`src/rtl/mips_pkg.sv`:
```
// Shared MIPS pipeline definitions: control-bundle layout, the hard-wired
// zero register and the bubble encoding loaded into pipeline registers.
package mips_pkg;

    // Width of the packed control bundle carried down the pipeline.
    localparam int CTRL_W = 16;

    // Bit offsets of the control fields inside the bundle.
    localparam int CTRL_REGWRITE  = 0;
    localparam int CTRL_MEMTOREG  = 1;
    localparam int CTRL_MEMWRITE  = 2;
    localparam int CTRL_ALUSRC    = 3;
    localparam int CTRL_REGDST    = 4;
    localparam int CTRL_ALUCTRL   = 5;
    localparam int CTRL_ALUCTRL_W = 3;

    // Register $0 always reads as zero.
    localparam int unsigned REG_ZERO = 0;

    // A bubble is an instruction whose control bundle is all zero: it
    // writes nothing and touches no memory.
    localparam logic [CTRL_W-1:0] CTRL_BUBBLE = '0;

endpackage

```
`src/rtl/operand_bypass.sv`:
```
// Operand select for one E-stage source operand.
// With FORWARD_WB_EN defined, a matching write-back replaces the supplied
// operand; the zero register always forces the result to zero.
module operand_bypass
    import mips_pkg::*;
#(
    parameter int WIDTH = 32,
    parameter int AW    = 5
) (
    input  logic [AW-1:0]    addr,
    input  logic [WIDTH-1:0] rf_data,
    input  logic             we,
    input  logic [AW-1:0]    wa,
    input  logic [WIDTH-1:0] wd,
    output logic [WIDTH-1:0] data
);

`ifndef FORWARD_WB_EN
    // Write-back port is only consulted when forwarding is built in.
    logic unused_wb;
    assign unused_wb = ^{we, wa, wd};
`endif

    // Pick write-back data on an address match, then apply the $0 override.
    always_comb begin
        // NOTE: assigning the default first keeps every path driven, so no latch is inferred.
        data = rf_data;
`ifdef FORWARD_WB_EN
        if (we && (wa == addr)) begin
            data = wd;
        end
`endif
        if (addr == AW'(REG_ZERO)) begin
            data = '0;
        end
    end

endmodule

```
`src/rtl/id_ex_stage.sv`:
```
// Decode-to-execute pipeline register with stall, flush and a saturating
// bubble counter. Defining FORWARD_WB_EN bypasses same-cycle write-back
// data into operands being loaded and into operands held by a stall.
module id_ex_stage #(
    parameter int WIDTH  = 32,
    parameter int DEPTH  = 32,
    parameter int CTRL_W = mips_pkg::CTRL_W,
    parameter int CNT_W  = 16,
    localparam int AW    = $clog2(DEPTH)
) (
    input  logic              CLK,
    input  logic              RST_N,
    input  logic              VALID_D,
    input  logic              STALL_E,
    input  logic              FLUSH_E,
    input  logic [AW-1:0]     RS_D,
    input  logic [AW-1:0]     RT_D,
    input  logic [AW-1:0]     RD_D,
    input  logic [WIDTH-1:0]  RD1_D,
    input  logic [WIDTH-1:0]  RD2_D,
    input  logic [WIDTH-1:0]  IMM_D,
    input  logic [CTRL_W-1:0] CTRL_D,
    input  logic              WE3_W,
    input  logic [AW-1:0]     A3_W,
    input  logic [WIDTH-1:0]  WD3_W,
    output logic              VALID_E,
    output logic [AW-1:0]     RS_E,
    output logic [AW-1:0]     RT_E,
    output logic [AW-1:0]     RD_E,
    output logic [WIDTH-1:0]  SRCA_E,
    output logic [WIDTH-1:0]  SRCB_E,
    output logic [WIDTH-1:0]  IMM_E,
    output logic [CTRL_W-1:0] CTRL_E,
    output logic [CNT_W-1:0]  BUBBLE_CNT
);

    import mips_pkg::*;

    logic             load_bubble;
    logic [AW-1:0]    sel_rs;
    logic [AW-1:0]    sel_rt;
    logic [WIDTH-1:0] sel_a;
    logic [WIDTH-1:0] sel_b;
    logic             bp_we;
    logic [WIDTH-1:0] op_a;
    logic [WIDTH-1:0] op_b;

    // A flush, or an empty decode slot that is not stalled, loads a bubble.
    assign load_bubble = FLUSH_E || (!STALL_E && !VALID_D);

    // On a stall the bypass looks at the held operand and its address, so
    // the same two muxes serve both load-time forwarding and stall refresh.
    // A held bubble must never be refreshed, hence the VALID_E gate.
    assign sel_rs = STALL_E ? RS_E   : RS_D;
    assign sel_rt = STALL_E ? RT_E   : RT_D;
    assign sel_a  = STALL_E ? SRCA_E : RD1_D;
    assign sel_b  = STALL_E ? SRCB_E : RD2_D;
    assign bp_we  = WE3_W && (STALL_E ? VALID_E : 1'b1);

    operand_bypass #(.WIDTH(WIDTH), .AW(AW)) u_bypass_a (
        .addr    (sel_rs),
        .rf_data (sel_a),
        .we      (bp_we),
        .wa      (A3_W),
        .wd      (WD3_W),
        .data    (op_a)
    );

    operand_bypass #(.WIDTH(WIDTH), .AW(AW)) u_bypass_b (
        .addr    (sel_rt),
        .rf_data (sel_b),
        .we      (bp_we),
        .wa      (A3_W),
        .wd      (WD3_W),
        .data    (op_b)
    );

    // Pipeline register: reset > flush/bubble > stall > load.
    always_ff @(posedge CLK or negedge RST_N) begin
        if (!RST_N) begin
            VALID_E    <= 1'b0;
            RS_E       <= '0;
            RT_E       <= '0;
            RD_E       <= '0;
            SRCA_E     <= '0;
            SRCB_E     <= '0;
            IMM_E      <= '0;
            CTRL_E     <= '0;
            BUBBLE_CNT <= '0;
        end else if (load_bubble) begin
            // NOTE: non-blocking assignments so every field updates from pre-edge values.
            VALID_E <= 1'b0;
            RS_E    <= '0;
            RT_E    <= '0;
            RD_E    <= '0;
            SRCA_E  <= '0;
            SRCB_E  <= '0;
            IMM_E   <= '0;
            CTRL_E  <= CTRL_W'(CTRL_BUBBLE);
            if (BUBBLE_CNT != {CNT_W{1'b1}}) begin
                BUBBLE_CNT <= BUBBLE_CNT + CNT_W'(1);
            end
        end else if (STALL_E) begin
            // Everything else holds; operands pass through the bypass, which
            // returns the held value unless a refresh applies.
            SRCA_E <= op_a;
            SRCB_E <= op_b;
        end else begin
            VALID_E <= 1'b1;
            RS_E    <= RS_D;
            RT_E    <= RT_D;
            RD_E    <= RD_D;
            SRCA_E  <= op_a;
            SRCB_E  <= op_b;
            IMM_E   <= IMM_D;
            CTRL_E  <= CTRL_D;
        end
    end

endmodule

```
`config.mk`:
```
export PLATFORM = sky130hd
export DESIGN_NAME = id_ex_stage
export DESIGN_NICKNAME = d
export VERILOG_FILES = /design/src/rtl/mips_pkg.sv /design/src/rtl/operand_bypass.sv /design/src/rtl/id_ex_stage.sv
export SDC_FILE = /design/constraint.sdc
export NUM_CORES = 1
export LEC_CHECK = 0
export BUFFER_PORTS_ARGS = -buffer_cell sky130_fd_sc_hd__buf_2
export CAP_MARGIN = 20
export CORE_MARGIN = 2
export CORE_UTILIZATION = 31
export DETAILED_ROUTE_END_ITERATION = 10
export GPL_ROUTABILITY_DRIVEN = 0
export PLACE_DENSITY_LB_ADDON = 0.12
export SLEW_MARGIN = 0
export SYNTH_ARGS = -nofsm -noshare
export SYNTH_HDL_FRONTEND = slang
export SYNTH_HIERARCHICAL = 1
export SYNTH_SLANG_ARGS = --single-unit
```
`constraint.sdc`:
```
create_clock -name CLK -period 1.7 [get_ports CLK]
set_input_delay 0 -clock CLK [delete_from_list [all_inputs] [get_ports CLK]]
set_output_delay 0 -clock CLK [all_outputs]
set_load 0.05 [all_outputs]
```
==> results.json <==
{
  "status": "completed",
  "syn_area_sq_um": 6550,
  "ff2ff_path_depth": 6,
  "hpwlAfterDp_microns": 13000,
  "vdd_drop_max_mv": 0.561,
  "slowest_stage": "dfrtp_2",
  "htree_levels": 4,
  "power_frac_clock": 0.371,
  "stdcell_area_sq_um": 9720,
  "report.final.hold_viol_count": 0,
  "start_kind": "flop",
  "cts_tree": "done",
  "p_switching_mw": 3.22,
  "ant_nets": 0,
  "grt_max_degree": 70,
  "worstReg2RegStart": "RS_E[0]",
  "cp_slowest_stage_delay_ns": 0.41,
  "io_buffers": 275,
  "path_max_fanout": 6,
  "path_cells": "mux2_2 -> nor4_4 -> buf_4 -> buf_2 -> a21boi_1 -> and2_1",
  "p_int_mw": 6.60,
  "fin_hold_ws_ns": 0.0259,
  "seq_area_sq_um": 3630,
  "skew_ns": 0.0120,
  "cts.sink_count": 144,
  "cp.arrival_ns": 1.96,
  "setup_viol": 0,
  "track_usage": 0.166,
  "cp.required_ns": 2.00,
  "avgSynthCellArea_sq_um": 12.8,
  "layout-drive-gt1-share": 0.521,
  "combinationalPowerShare": 0.237,
  "die_h_microns": 149,
  "cellPowerDensity_nw_per_um2": 1010,
  "io_pins": 314,
  "antenna_found_initial": 0,
  "nNetsFinal": 1032,
  "synthesis.instances": 512,
  "path_class": "flop to flop",
  "multi_input_area_sq_um": 2770,
  "ff2ff_setup_slack_ns": 0.04,
  "switching_share": 0.328,
  "max_freq_mhz": 604,
  "row_count": 53,
  "die_x_microns": 149,
  "cts_buffers": 17,
  "nFillCells": 1956,
  "holdCritPathClass": "input port to flop",
  "p_leak_nw": 5.05,
  "cap_violations": 0,
  "grt-ovfl-total": 0,
  "startpoint": "RS_E[0]",
  "num_vias": 5335,
  "die_area_sq_um": 22300,
  "clkTransAtPathRegs_ns": 0.07,
  "post-place-ws_ns": -0.131,
  "yosys_warnings": 6,
  "critPathCapture": "SRCA_E[20]",
  "initial_core_util": 0.313,
  "seqPwrFrac": 0.391,
  "placed_area_sq_um": 8400,
  "fin_tns_setup_ns": 0,
  "endpoint_kind": "flop",
  "area_growth_pct": 48.4,
  "insertion_delay_ns": 0.42,
  "core_sq_um": 20900,
  "antenna_cells": 0,
  "synth_nets": 683,
  "firstDrtPassIters": 4,
  "maxSlewHeadroom": 0.589,
  "utilization": 0.465,
  "slew_viol_final": 0,
  "r2r-end": "SRCA_E[20]",
  "cts-root-buf": "clkbuf_16",
  "vias_per_cell": 4.64,
  "drcViolationCount": 0,
  "setup_slack_ns": 0.0447,
  "wl_per_cell_microns": 16.4,
  "clockBufferDepth": 2,
  "drtIter0Drc": 187,
  "grt_pass1_vias": 5540,
  "wl_microns": 18800,
  "min_period_ns": 1.66,
  "grt_pass1_wl_microns": 29200,
  "finalCritPeriodShare": 0.974,
  "worst_pin_slew_ns": 0.616
}
[layout by cell type, fill, tap and decap left out, drive strengths merged, types with 4 or more instances in the layout]
cell and count:
nor2 4, buf 304, and2 74, nand2 7, mux2 75, nor3 4, a21boi 64, clkbuf 19
inv 11, dfrtp 144, dlygate4sd3 65, a22o 53, nor4 8, nand4 6, xor2 11
[worst max-delay path, delay by kind of cell (launching register included)]
family	cells	cell delay [ns]
muxes	1	0.30
buffers and inverters	2	0.34
DFF	1	0.41
AOI/OAI and AO/OA	1	0.09
and+or+nand+nor	2	0.42
[power groups by stage]
stage	clock [mW]	combinational [mW]	sequential [mW]
6_report	3.65	2.33	3.84
5_1_grt	3.93	2.49	3.87
4_1_cts	3.79	2.30	3.84
3_5_place_dp	0	2.18	3.90
3_3_place_gp	0	2.14	3.89
2_1_floorplan	0	0.692	4.67
[state kept, by name (all words and copies together), names as in the netlist, 5 cells and up]
| signal | cells |
|---|---|
| BUBBLE_CNT | 16 |
| CTRL_E | 16 |
| IMM_E | 32 |
| RD_E | 5 |
| RS_E | 5 |
| RT_E | 5 |
| SRCA_E | 32 |
| SRCB_E | 32 |
[layer usage]
| layer | track usage | vias to the layer above | wire, microns | part of all wire |
|---|---|---|---|---|
| li1 | - | 2520 | - | - |
| met1 | 0.208 | 2628 | 8020 | 0.43 |
| met2 | 0.281 | 173 | 9350 | 0.50 |
| met3 | 0.0489 | 14 | 1240 | 0.066 |
| met4 | 0.0443 | 0 | 204 | 0.011 |
| met5 | 0 | - | 0 | 0 |
[cell type report]
cell class              instances  area share
flip-flops and latches        144       0.374
clock inverters                14      0.0146
clock buffers                  18      0.0442
multi-input cells             325       0.285
well taps                     275      0.0354
repair buffers                370       0.245
inverters                       3     0.00116
[through the flow]
| stage | cells | power, mW |
|---|---|---|
| after floorplan | 512 | 5.36 |
| after global placement | 1046 | 6.04 |
| after detailed placement | 1046 | 6.08 |
| after CTS | 1143 | 9.93 |
| after global routing | 1149 | 10.3 |
| final | 1149 | 9.82 |
[timing repair]
item | CTS | global route
endpoints found under the hold margin | 208 | 0
setup buffers | 0 | 3
endpoints found under the setup margin | 0 | 28
hold buffers | 65 | 0
gates resized for setup | 0 | 4
[worst min path at each step]
stage | from | endpoint | slack [ns] | depth (start not counted)
finish | FLUSH_E | VALID_E | 0.03 | 3
global route | FLUSH_E | VALID_E | 0.04 | 3
CTS | FLUSH_E | VALID_E | 0.006 | 3
detailed placement | RST_N | IMM_E[11] | -0.03 | 1
global placement | RST_N | IMM_E[11] | -0.03 | 1
floorplan | RST_N | BUBBLE_CNT[0] | -0.30 | 0
Note: power is estimated with default switching activity, not from simulation.
